===== src/rtl/division_sat_if.sv =====
// Handshake and data bundle for division_sat.
// zflag is present only when DIVISION_SAT_ZFLAG_EN is defined.
interface division_sat_if #(
    parameter int size = 21
);
    logic                   start;
    logic signed [size-1:0] A;
    logic signed [size-1:0] B;
    logic signed [size-1:0] Div;
    logic                   done;
    logic                   busy;
`ifdef DIVISION_SAT_ZFLAG_EN
    logic                   zflag;

    modport master (output start, A, B, input Div, done, busy, zflag);
    modport slave  (input start, A, B, output Div, done, busy, zflag);
`else
    modport master (output start, A, B, input Div, done, busy);
    modport slave  (input start, A, B, output Div, done, busy);
`endif
endinterface


===== src/rtl/division_sat.sv =====
// Signed fixed-point restoring divider (Q format, pf fractional bits) with saturation.
// Optional divide-by-zero flag output enabled by macro DIVISION_SAT_ZFLAG_EN.
module division_sat #(
    parameter int size = 21,
    parameter int pf   = 15
) (
    input  logic          clk,
    input  logic          rst_n,
    division_sat_if.slave bus
);
    // state | meaning
    // IDLE  | waiting for start (ignored during the done cycle)
    // CALC  | one restoring shift-subtract step per cycle, N cycles
    // FIX   | apply sign and saturation, register Div, pulse done
    localparam int N  = size + pf;
    localparam int CW = $clog2(N + 1);
    localparam logic [CW-1:0]   CNT_LOAD = CW'(N - 1);
    localparam logic [N-1:0]    MAX_MAG  = {{(pf + 1){1'b0}}, {(size - 1){1'b1}}};
    localparam logic [N-1:0]    MIN_MAG  = {{pf{1'b0}}, 1'b1, {(size - 1){1'b0}}};
    localparam logic [size-1:0] POS_SAT  = {1'b0, {(size - 1){1'b1}}};
    localparam logic [size-1:0] NEG_SAT  = {1'b1, {(size - 1){1'b0}}};

    typedef enum logic [1:0] {IDLE, CALC, FIX} state_t;

    state_t          r_state;
    state_t          w_next;
    logic [N-1:0]    r_dvd;
    logic [size-1:0] r_rem;
    logic [size-1:0] r_bmag;
    logic [CW-1:0]   r_cnt;
    logic            r_sign;
    logic            r_azero;
    logic [size-1:0] r_div;
    logic            r_done;
    logic            r_busy;

    logic [size-1:0] w_a_raw;
    logic [size-1:0] w_b_raw;
    logic [size-1:0] w_amag;
    logic [size-1:0] w_bmag;
    logic [size:0]   w_rem_sh;
    logic [size:0]   w_diff;
    logic            w_ge;
    logic            w_accept;
    logic [size-1:0] w_result;

    assign w_a_raw  = bus.A;
    assign w_b_raw  = bus.B;
    // Magnitudes are unsigned so that -2^(size-1) maps to 2^(size-1) exactly.
    assign w_amag   = w_a_raw[size-1] ? -w_a_raw : w_a_raw;
    assign w_bmag   = w_b_raw[size-1] ? -w_b_raw : w_b_raw;
    assign w_accept = (r_state == IDLE) && bus.start && !r_done;

    // r_dvd shifts the dividend out at the top while quotient bits enter at the bottom.
    assign w_rem_sh = {r_rem, r_dvd[N-1]};
    assign w_diff   = w_rem_sh - {1'b0, r_bmag};
    assign w_ge     = (w_rem_sh >= {1'b0, r_bmag});

    always_ff @(posedge clk) begin
        if (!rst_n) r_state <= IDLE;
        else        r_state <= w_next;
    end

    always_comb begin
        w_next = r_state;
        case (r_state)
            IDLE:    if (w_accept) w_next = CALC;
            CALC:    if (r_cnt == '0) w_next = FIX;
            FIX:     w_next = IDLE;
            default: w_next = IDLE;
        endcase
    end

    // B = 0 yields an all-ones quotient, which saturates toward the sign of A.
    always_comb begin
        w_result = '0;
        if (r_azero)     w_result = '0;
        else if (r_sign) w_result = (r_dvd >= MIN_MAG) ? NEG_SAT : -r_dvd[size-1:0];
        else             w_result = (r_dvd > MAX_MAG)  ? POS_SAT : r_dvd[size-1:0];
    end

`ifdef DIVISION_SAT_ZFLAG_EN
    logic r_bzero;
    logic r_zflag;

    always_ff @(posedge clk) begin
        if (!rst_n) begin
            r_bzero <= 1'b0;
            r_zflag <= 1'b0;
        end else if (w_accept) begin
            r_bzero <= (w_b_raw == '0);
        end else if (r_state == FIX) begin
            r_zflag <= r_bzero;
        end
    end

    assign bus.zflag = r_zflag;
`endif

    always_ff @(posedge clk) begin
        if (!rst_n) begin
            r_dvd   <= '0;
            r_rem   <= '0;
            r_bmag  <= '0;
            r_cnt   <= '0;
            r_sign  <= 1'b0;
            r_azero <= 1'b0;
            r_div   <= '0;
            r_done  <= 1'b0;
            r_busy  <= 1'b0;
        end else begin
            r_done <= 1'b0;
            case (r_state)
                IDLE: begin
                    if (w_accept) begin
                        r_dvd   <= {w_amag, {pf{1'b0}}};
                        r_rem   <= '0;
                        r_bmag  <= w_bmag;
                        r_sign  <= w_a_raw[size-1] ^ w_b_raw[size-1];
                        r_azero <= (w_a_raw == '0);
                        r_cnt   <= CNT_LOAD;
                        r_busy  <= 1'b1;
                    end
                end
                CALC: begin
                    r_dvd <= {r_dvd[N-2:0], w_ge};
                    r_rem <= size'(w_ge ? w_diff : w_rem_sh);
                    r_cnt <= r_cnt - CW'(1);
                end
                FIX: begin
                    r_div  <= w_result;
                    r_done <= 1'b1;
                    r_busy <= 1'b0;
                end
                default: ;
            endcase
        end
    end

    assign bus.Div  = r_div;
    assign bus.done = r_done;
    assign bus.busy = r_busy;
endmodule


===== src/flat_wrapper.sv =====
// flat-port wrapper written by rule: the top's interface ports become plain ports
module division_sat_flat 
#(
    parameter int size = 21,
    parameter int pf   = 15
)
  (clk, rst_n, bus_start, bus_A, bus_B, bus_Div, bus_done, bus_busy);
  division_sat_if #(.size(size)) bus_i ();
  input  logic clk;
  input  logic rst_n;
  input wire logic [$bits(bus_i.start)-1:0] bus_start;
  input wire logic [$bits(bus_i.A)-1:0] bus_A;
  input wire logic [$bits(bus_i.B)-1:0] bus_B;
  output wire logic [$bits(bus_i.Div)-1:0] bus_Div;
  output wire logic [$bits(bus_i.done)-1:0] bus_done;
  output wire logic [$bits(bus_i.busy)-1:0] bus_busy;
  assign bus_i.start = bus_start;
  assign bus_i.A = bus_A;
  assign bus_i.B = bus_B;
  assign bus_Div = bus_i.Div;
  assign bus_done = bus_i.done;
  assign bus_busy = bus_i.busy;
  division_sat #(.size(size), .pf(pf)) u_core (.clk(clk), .rst_n(rst_n), .bus(bus_i));
endmodule

===== config.mk =====
export PLATFORM = sky130hd
export DESIGN_NAME = division_sat_flat
export DESIGN_NICKNAME = d
export VERILOG_FILES = /design/src/rtl/division_sat_if.sv /design/src/rtl/division_sat.sv /design/src/flat_wrapper.sv
export SDC_FILE = /design/constraint.sdc
export NUM_CORES = 1
export LEC_CHECK = 0
export CORE_MARGIN = 2
export CORE_UTILIZATION = 60
export CTS_BUF_LIST = sky130_fd_sc_hd__clkbuf_8
export DETAILED_ROUTE_END_ITERATION = 10
export DONT_BUFFER_PORTS = 1
export GPL_TIMING_DRIVEN = 0
export PLACE_DENSITY = 0.78
export SLEW_MARGIN = 20
export SYNTH_ARGS = -nofsm -noshare
export SYNTH_HDL_FRONTEND = slang
export SYNTH_SLANG_ARGS = --single-unit

===== constraint.sdc =====
create_clock -name clk -period 3.5 [get_ports clk]
set_input_delay 0.7 -clock clk [delete_from_list [all_inputs] [get_ports clk]]
set_output_delay 0.7 -clock clk [all_outputs]
set_load 0.02 [all_outputs]

==> summary.md, run 1 <==
| Metric | Value |
|---|---|
| Final nets | `930` |
| Syn Nets | `919` |
| Clock network power share | `18.1%` |
| Critical Path Start Type | `register` |
| Yosys top cell by area | `dfxtp_1` |
| Clock sinks | `111` |
| Warnings, synthesis | `0` |
| Switching share of power | `41.8%` |
| Total gr overflow | `0` |
| Final worst path period need | `3.19 ns` |
| Hold worst-path end | `u_core.r_bmag[0]` |
| Longest Clk Path Bufs | `2` |
| Ranking of synthesized cells by area | `dfxtp_1 (33%), a21oi_1 (5.6%), nand2_1 (5.5%), o21ai_0 (5.4%), ha_1 (4.9%)` |
| Pwr/cell area | `636 nW/um2` |
| Core area | `10800 um2` |
| Via density | `6.43` |
| Net Switching | `1.88 mW` |
| Path depth of the worst reg2reg path | `11` |
| CP Max Fanout | `10` |
| Ant diodes | `0` |
| RSZ-0062 raised after global routing | `false` |
| Synth Register Bits | `111` |
| Hold buffers post-CTS | `0` |
| Sequential-to-total area share from yosys stat | `33.3%` |
| WL met1 | `8090 um` |
| WL met3 | `1460 um` |
| Internal power | `2.62 mW` |
| Static leakage | `2.73 nW` |
| Unique masters post-synth | `68` |
| R2R Path Start | `u_core.r_dvd[35]` |
| Hold Crit Depth | `2` |
| Reg2reg end | `u_core.r_rem[11]` |
| DRT Pass-1 Iters | `5` |
| Area of the mapped netlist | `6670 um2` |
| Gate power share | `48.0%` |
| CP required | `3.77 ns` |
| Top sig layer | `met4` |
| Routed wire per std cell | `18.2 um` |
| Post-Syn Area per Cell | `7.88 um2` |
| Setup violators final | `0` |
| CP Class | `reg -> reg` |
| Status | `complete, no violations` |
| Largest net degree at the start of global routing | `20` |
| Ys async rst share | `0%` |
| GRT Overall Usage | `31.8%` |
| Tcrit/Tclk final | `91.1%` |
| GP Congestion | `0.975` |
| Fin. Hold Viols | `0` |
| Most common flop cell mapped by yosys | `dfxtp_1` |
| Final Max Tran Viols | `0` |
| Layout cells sized above 1 | `4.52%` |
| Die extent in x | `109 um` |
| CP Capture Type | `register` |
| Setup TNS | `0 ns` |
| Post-CTS Resized | `0` |
| H-Tree Depth | `3` |
| Met2 wire len | `8280 um` |
| Mapped Cells | `847` |
| Hold_ws | `0.418 ns` |
| Yosys top cell area share | `33.3%` |
| Remaining antenna violation count | `0` |
| Slew HR | `46.0%` |
| Initial antenna violation count | `0` |
| Skew final | `0.0115 ns` |
| Synth-to-layout area growth | `5.94%` |
| Initial DRC Count | `518` |
| Post-CTS setup buffers | `0` |
| Placement Setup Slack | `0.168 ns` |
| Die Y | `109 um` |
| Post-route setup slack | `0.312 ns` |
| First-pass GRT wire length | `29700 um` |
| Clock latency on the worst-skew pair | `0.41 ns` |
| CTS tree | `done` |
| I/O Pins | `68` |
| Most numerous cell in the Yosys netlist | `dfxtp_1` |
| Starting Density | `61.6%` |
| Worst Hold Launch | `bus_B[0]` |
| Via count | `6449` |
| Die Area | `12000 um2` |
| Post-synth EDFFs | `0` |
| Clock Pin Slew Worst Setup and Hold Paths | `0.11 ns` |
| CTS Root Cell | `clkbuf_8` |
| Post-route DRC | `0` |
| Hold Path Class | `in -> reg` |
| Final WL | `18200 um` |
| Crit path DAT | `3.46 ns` |
| Slew @ Worst Pin | `0.799 ns` |
| Post-DP HPWL | `13900 um` |
| Flop2flop setup slack | `0.31 ns` |
| # port buffers | `0` |
| Row Count | `38` |
| Peak Freq | `314 MHz` |
| Maxcap violations | `0` |
| Post-synth top cells | `dfxtp_1 (111), nand2_1 (97), a21oi_1 (74)` |
| Num CTS Buffers | `9` |
| VDD IR max | `333 uV` |
| Vias in the first global route | `6085` |
| Sequential share of power | `33.8%` |
## routing by layer
| metal | global-route usage (%) | vias to the layer above |
|---|---|---|
| met5 | 0 | - |
| met4 | 12.1 | 0 |
| met3 | 5.51 | 26 |
| met2 | 49.3 | 264 |
| met1 | 44.1 | 3029 |
| li1 | - | 3130 |
## sequential cells by signal, summed over array words and instances (netlist names)
register,cells
u_core.r_sign,1
u_core.r_azero,1
u_core.r_bmag,21
u_core.bus.busy,1
u_core.bus.Div,21
u_core.bus.done,1
u_core.r_state,2
u_core.r_dvd,36
u_core.r_cnt,6
u_core.r_rem,21
## worst max path at each step
stage / startpoint / to / depth (start not counted)
final: u_core.r_dvd[35] / u_core.r_rem[11] / 11
after global routing: u_core.r_dvd[35] / u_core.r_rem[11] / 11
after CTS: u_core.r_dvd[35] / u_core.r_rem[15] / 11
after detailed placement: u_core.r_bmag[2] / u_core.r_rem[15] / 10
after global placement: u_core.r_bmag[2] / u_core.r_rem[7] / 10
after floorplan: u_core.r_bmag[2] / u_core.r_rem[12] / 10
## area by class of cell
class                   count  area, um2
multi-input cells         654       4150
well taps                 140        175
fillers                   925       3770
flip-flops and latches    111       2220
clock inverters             7       82.6
plain buffers              47        181
clock buffers               9        124
inverters                  35        131
## critical path, stage by stage, from the launching register on
cell and delay (ns):
dfxtp_1 0.33, inv_1 0.09, ha_1 0.19, fa_1 0.24
nor2b_1 0.09, o31a_1 0.31, o31ai_1 0.36, a21oi_1 0.19
o31ai_4 0.52, buf_2 0.40, mux2i_1 0.22, o21ai_0 0.10
## logic make-up after synthesis
family / synth area share, %
AOI/OAI and AO/OA: 27.8
buffers and inverters: 4.67
adders and majority gates: 5.18
xor gates and xnor gates: 5.78
DFF: 33.3
muxes: 2.93
and+or+nand+nor: 20.3
## cells in the final DEF, fill, tap and decap left out, types with 4 or more instances in the layout
master and n:
nor2b_1 5, xor2_1 24, o311ai_0 6, a22o_1 12, dfxtp_1 111, a21oi_1 74, and3_1 14, nor4_1 9
o211ai_1 7, clkbuf_1 41, nand2b_1 9, nor2_1 71, or3_1 13, o41ai_1 4, inv_1 33, xnor2_1 20
a22oi_1 28, o31ai_1 11, nand2_1 97, nand4_1 8, a32oi_1 8, clkbuf_8 9, a221oi_1 9, nand3_1 13
mux2i_1 15, ha_1 26, o21ai_0 72, a211oi_1 17, a21o_1 9, mux2_2 4, nor3_1 13, or4_1 4
or2_2 4
## power groups by stage
stage	Combinational (mW)	Clock, mW	Sequential (mW)
2_1_floorplan	1.65	0	1.51
3_3_place_gp	2.02	0	1.54
3_5_place_dp	2.08	0	1.55
4_1_cts	2.10	0.814	1.52
5_1_grt	2.40	0.860	1.54
6_report	2.16	0.814	1.52
## stage by stage
step	cells	area, um2	util, %	total power, mW
floorplan	847	6670	-	3.16
global placement	987	6850	63.2	3.56
detailed placement	987	6850	63.2	3.62
CTS	1003	7050	65.1	4.43
global route	1003	7070	65.2	4.80
finish	1003	7070	65.2	4.49
Power figures use the tool's default switching activity.
==> run 2, diff against run 1 <==
--- a/config.mk
+++ b/config.mk
@@ -5,9 +5,11 @@
 export SDC_FILE = /design/constraint.sdc
 export NUM_CORES = 1
 export LEC_CHECK = 0
+export CORE_ASPECT_RATIO = 1.75
 export CORE_MARGIN = 2
 export CORE_UTILIZATION = 60
 export CTS_BUF_LIST = sky130_fd_sc_hd__clkbuf_8
+export CTS_CLUSTER_SIZE = 30
 export DETAILED_ROUTE_END_ITERATION = 10
 export DONT_BUFFER_PORTS = 1
 export GPL_TIMING_DRIVEN = 0
==> summary.md, run 2 (synthesis results as in run 1) <==
| Metric | Value |
|---|---|
| Status | `complete, no violations` |
| Most frequent cells in the layout | `dfxtp_1 (111), nand2_1 (97), a21oi_1 (74)` |
| Hold worst-path end | `u_core.r_bmag[0]` |
| CTS tree | `done` |
| Fillers | `1022 (+10%)` |
| Final WL | `19000 um (+4.2%)` |
| GP Congestion | `0.946 (-3.0%)` |
| Internal power | `2.55 mW (-2.6%)` |
| Tcrit/Tclk final | `96.1% (+5.0 points)` |
| Critical Path Start Type | `register` |
| Peak Freq | `297 MHz (-5.2%)` |
| GRT Overall Usage | `31.9% (+0.17 points)` |
| Post-DP HPWL | `14800 um (+6.3%)` |
| Ant diodes | `0 (unchanged)` |
| Worst Hold Launch | `bus_B[0]` |
| Clock network power share | `16.4% (-1.7 points)` |
| CTS Root Cell | `clkbuf_8` |
| Final Max Tran Viols | `0 (unchanged)` |
| Starting Density | `60.8% (-0.76 points)` |
| Core area | `11000 um2 (+1.2%)` |
| Static leakage | `2.72 nW (-0.28%)` |
| Sequential share of power | `34.4% (+0.6 points)` |
| Slew HR | `43.9% (-2.1 points)` |
| Skew final | `0.0119 ns (+0.000367 ns)` |
| CP Class | `reg -> reg` |
| Gate power share | `49.2% (+1.2 points)` |
| Fin. Hold Viols | `0 (unchanged)` |
| Row Count | `51 (+34%)` |
| DRT Pass-1 Iters | `5 (unchanged)` |
| Path depth of the worst reg2reg path | `10 (-1)` |
| Hold_ws | `0.435 ns (+0.0179 ns)` |
| H-Tree Depth | `3 (unchanged)` |
| Post-route DRC | `0 (unchanged)` |
| Flop2flop setup slack | `0.14 ns (-0.18 ns)` |
| Num CTS Buffers | `9 (unchanged)` |
| Clock Pin Slew Worst Setup and Hold Paths | `0.10 ns (about the same)` |
| Initial antenna violation count | `0 (unchanged)` |
| Initial DRC Count | `423 (-18%)` |
| Die extent in x | `83.7 um (-24%)` |
| Clock latency on the worst-skew pair | `0.39 ns (-0.02 ns)` |
| Hold buffers post-CTS | `0 (unchanged)` |
| # port buffers | `0 (unchanged)` |
| Switching share of power | `42.4% (+0.54 points)` |
| Vias in the first global route | `6516 (+7.1%)` |
| Footprint of the multi-input gates | `4150 um2 (unchanged)` |
| Commonest non-fill, non-tap cell in the layout | `dfxtp_1` |
| First-pass GRT wire length | `30900 um (+3.9%)` |
| CP Max Fanout | `10 (unchanged)` |
| Reg2reg end | `u_core.r_rem[15]` |
| Pwr/cell area | `629 nW/um2 (-1.1%)` |
| R2R Path Start | `u_core.r_bmag[2]` |
| Die Y | `144 um (+31%)` |
| Hold Crit Depth | `2 (unchanged)` |
| Die Area | `12000 um2 (+0.28%)` |
| Clock sinks | `111 (unchanged)` |
| Remaining antenna violation count | `0 (unchanged)` |
| Cell count after placement | `979 (-0.81%)` |
| Via density | `6.59 (+2.5%)` |
| Crit path DAT | `3.63 ns (+0.17 ns)` |
| Setup TNS | `0 ns (unchanged)` |
| Final worst path period need | `3.36 ns (+0.176 ns)` |
| I/O Pins | `68 (unchanged)` |
| Total gr overflow | `0 (unchanged)` |
| VDD IR max | `463 uV (+39%)` |
| Max reg flops | `36 (unchanged)` |
| Maxcap violations | `0 (unchanged)` |
| Hold Path Class | `in -> reg` |
| Final Non-Filler Cells | `995 (-0.80%)` |
| Synth-to-layout area growth | `5.31%` |
| RSZ-0062 raised after global routing | `false` |
| Largest net degree at the start of global routing | `18 (-10%)` |
| Setup violators final | `0 (unchanged)` |
| CP required | `3.76 ns (about the same)` |
| Most flops, register | `u_core.r_dvd` |
| Longest Clk Path Bufs | `2 (unchanged)` |
| CP Capture Type | `register` |
| Final nets | `930 (unchanged)` |
| Via count | `6555 (+1.6%)` |
| Routed wire per std cell | `19.1 um (+5.0%)` |
| Slew @ Worst Pin | `0.830 ns (+0.0307 ns)` |
| Layout cells sized above 1 | `4.29% (-0.23 points)` |
| Power, Total | `4.42 mW (-1.7%)` |
| Register area | `2220 um2 (unchanged)` |
| Net Switching | `1.87 mW (-0.41%)` |
## run 2: critical path, cell delays in order (launching register included)
cell	delay, ns
dfxtp_1	0.35
inv_1	0.05
ha_1	0.35
nor2b_1	0.18
o31a_1	0.29
o31ai_1	0.42
a21oi_1	0.26
o31ai_4	0.54
clkbuf_1	0.46
mux2i_1	0.25
o21ai_0	0.08
## run 2: metal layers
layer  vias to the layer above  GRT usage, %  wire length (um)
met5                         -             0                 0
met4                         0          15.0               779
met3                        56          5.80              1320
met2                       281          60.2              9900
met1                      3083          34.0              7000
li1                       3135             -                 -
## run 2: how the worst max path moves through the flow
stage | from | to | slack (ns) | depth (start not counted)
floorplan | u_core.r_bmag[2] | u_core.r_rem[12] | 0.86 | 10
global placement | u_core.r_bmag[2] | u_core.r_rem[15] | 0.07 | 10
finish | u_core.r_bmag[2] | u_core.r_rem[15] | 0.14 | 10
detailed placement | u_core.r_bmag[2] | u_core.r_rem[11] | -0.01 | 10
global route | u_core.r_dvd[35] | u_core.r_rem[11] | 0.0002 | 11
CTS | u_core.r_bmag[2] | u_core.r_rem[11] | 0.19 | 10
## run 2: power by group through the flow
stage / clock [mW] / sequential, mW / combinational (mW)
after floorplan: 0 / 1.51 / 1.65
after global placement: 0 / 1.54 / 2.05
after detailed placement: 0 / 1.55 / 2.11
after CTS: 0.728 / 1.52 / 2.15
after global routing: 0.771 / 1.54 / 2.40
final: 0.724 / 1.52 / 2.17
## run 2: repair_timing
action | 4_1_cts | 5_1_grt
endpoints found under the setup margin | 1 | 0
setup buffers | 0 | 0
gates resized for setup | 1 | 0
## run 2: final cells by class
class	instances	area share, %
plain buffers	47	2.56
clock buffers	10	1.96
clock inverters	6	0.534
inverters	35	1.87
multi-input cells	654	59.1
flip-flops and latches	111	31.6
well taps	132	2.35
## run 2: metrics by stage
step,cell area [um2],util [%],setup WS (ns)
finish,7030,64.0,0.135
global route,7030,64.0,0.000191
detailed placement,6840,62.3,-0.0127
CTS,7020,64.0,0.186
floorplan,6670,-,0.855
global placement,6840,62.3,0.0655
==> run 3, diff against run 2 <==
--- a/config.mk
+++ b/config.mk
@@ -14,6 +14,7 @@
 export DONT_BUFFER_PORTS = 1
 export GPL_TIMING_DRIVEN = 0
 export PLACE_DENSITY = 0.78
+export REMOVE_ABC_BUFFERS = 1
 export SLEW_MARGIN = 20
 export SYNTH_ARGS = -nofsm -noshare
 export SYNTH_HDL_FRONTEND = slang
==> constraint.sdc (replaced) <==
create_clock -name clk -period 3.8 [get_ports clk]
set_input_delay 0.76 -clock clk [delete_from_list [all_inputs] [get_ports clk]]
set_output_delay 0.76 -clock clk [all_outputs]
set_load 0.02 [all_outputs]
==> summary.md, run 3 (synthesis results as in run 1) <==
| Metric | Value |
|---|---|
| Pwr/cell area | `581 nW/um2 (-7.6%)` |
| Final nets | `895 (-3.8%)` |
| Total gr overflow | `0 (unchanged)` |
| Via count | `6267 (-4.4%)` |
| Clock Pin Slew Worst Setup and Hold Paths | `0.10 ns (about the same)` |
| CP Max Fanout | `16 (+6)` |
| Die Area | `12000 um2 (unchanged)` |
| Hold Path Class | `reg -> reg` |
| Fin. Hold Viols | `0 (unchanged)` |
| CP required | `4.08 ns (+0.32 ns)` |
| CTS Root Cell | `clkbuf_8` |
| Maxcap violations | `0 (unchanged)` |
| Final worst path period need | `3.18 ns (-0.189 ns)` |
| Layout cells sized above 1 | `6.28% (+2.0 points)` |
| # port buffers | `0 (unchanged)` |
| Row Count | `51 (unchanged)` |
| Hold buffers post-CTS | `0 (unchanged)` |
| Remaining antenna violation count | `0 (unchanged)` |
| Ant diodes | `0 (unchanged)` |
| Initial DRC Count | `410 (-3.1%)` |
| Critical Path Start Type | `register` |
| Setup violators final | `0 (unchanged)` |
| Slew HR | `28.5% (-15 points)` |
| Final Instance Area | `6980 um2 (-0.64%)` |
| Post-route DRC | `0 (unchanged)` |
| Clock sinks | `111 (unchanged)` |
| Status | `complete, no violations` |
| VDD IR max | `329 uV (-29%)` |
| CP Capture Type | `register` |
| Most flops, register | `u_core.r_dvd` |
| Vias in the first global route | `6019 (-7.6%)` |
| Initial antenna violation count | `0 (unchanged)` |
| Die extent in x | `83.7 um (unchanged)` |
| GRT Overall Usage | `27.3% (-4.7 points)` |
| Post-CTS Resized | `0 (-1)` |
| Commonest non-fill, non-tap cell in the layout | `dfxtp_1` |
| Via density | `6.53 (-0.91%)` |
| Area after DPL | `6790 um2 (-0.73%)` |
| CTS tree | `done` |
| Die Y | `144 um (unchanged)` |
| Static leakage | `2.73 nW (+0.44%)` |
| Starting Density | `60.8% (unchanged)` |
| Skew final | `0.0166 ns (+0.00468 ns)` |
| Most frequent cells in the layout | `dfxtp_1 (111), nand2_1 (97), a21oi_1 (74)` |
| Final Max Tran Viols | `0 (unchanged)` |
| CP Class | `reg -> reg` |
| Post-DP HPWL | `12700 um (-14%)` |
| Peak Freq | `315 MHz (+6.0%)` |
| Post-CTS setup buffers | `0 (unchanged)` |
| I/O Pins | `68 (unchanged)` |
| Num CTS Buffers | `9 (unchanged)` |
| Largest net degree at the start of global routing | `56 (+38)` |
| DRT Pass-1 Iters | `5 (unchanged)` |
| Tcrit/Tclk final | `83.6% (-13 points)` |
| Routed wire per std cell | `17.4 um (-9.0%)` |
| Final WL | `16700 um (-12%)` |
| Max reg flops | `36 (unchanged)` |
| Setup TNS | `0 ns (unchanged)` |
| RSZ-0062 raised after global routing | `false` |
| First-pass GRT wire length | `27200 um (-12%)` |
| Slew @ Worst Pin | `1.07 ns (+0.239 ns)` |
| Core area | `11000 um2 (unchanged)` |
| Longest Clk Path Bufs | `2 (unchanged)` |
| Flop2flop setup slack | `0.62 ns (+0.49 ns)` |
| H-Tree Depth | `3 (unchanged)` |
| Crit path DAT | `3.45 ns (-0.18 ns)` |
| Clock latency on the worst-skew pair | `0.40 ns (about the same)` |
| GP Congestion | `0.961 (+1.6%)` |
| Synth-to-layout area growth | `4.63%` |
-- run 3: cell types whose count changed in the layout (fill, tap and decap cells not counted), moves of 2 or more --
cell,before,now
clkbuf_1,42,0
buf_4,0,4
buf_1,2,0
buf_2,3,5
nor2_1,71,69
nor2_2,0,2
-- run 3: worst paths after layout --
path / start / depth (start not counted) / endpoint
worst max-delay path: u_core.r_dvd[35] / 11 / u_core.r_rem[18]
worst min-delay path: u_core.r_bmag[9] / 2 / u_core.r_bmag[9]
worst min register to register: u_core.r_bmag[9] / 2 / u_core.r_bmag[9]
worst max register to register: u_core.r_dvd[35] / 11 / u_core.r_rem[18]
-- run 3: layout make-up --
cell class | count | area, um2
Clock buffer | 10 | 138
Clock inverter | 6 | 56.3
Fill cell | 1023 | 3990
Inverter | 35 | 133
Multi-Input combinational cell | 654 | 4170
Sequential cell | 111 | 2220
Tap cell | 132 | 165
Timing Repair Buffer | 12 | 101
-- run 3: worst max-delay path: stages, from the launching register on --
cell	delay, ns
dfxtp_1	0.33
inv_1	0.12
ha_1	0.20
fa_1	0.23
nor2b_1	0.08
o31a_1	0.31
o31ai_1	0.32
a21oi_1	0.19
o31ai_4	0.66
buf_8	0.26
nand2b_1	0.24
o21ai_0	0.12
-- run 3: metrics by stage --
step	setup slack [ns]	power (mW)	utilization [%]	hold WS, ns	std cells
after floorplan	-4.08	2.89	-	0.432	800
after global placement	-9.07	3.23	60.7	0.442	932
after detailed placement	0.613	3.35	61.8	0.445	944
after CTS	0.614	4.04	63.6	0.460	960
after global routing	0.354	4.33	63.6	0.469	960
final	0.625	4.06	63.6	0.460	960
-- run 3: power breakdown --
group	leakage (nW)	internal, mW	total [mW]	switching, mW
Clock	0.0932	0.267	0.704	0.437
Sequential	0.904	1.29	1.40	0.119
Combinational	1.73	0.838	1.95	1.11
Total	2.73	2.39	4.06	1.67
-- run 3: routing by layer --
layer	up-vias	track usage [%]	wire length, um
li1	3052	-	-
met1	2981	29.2	6380
met2	191	51.3	8920
met3	43	4.42	781
met4	0	13.5	593
met5	-	0	0
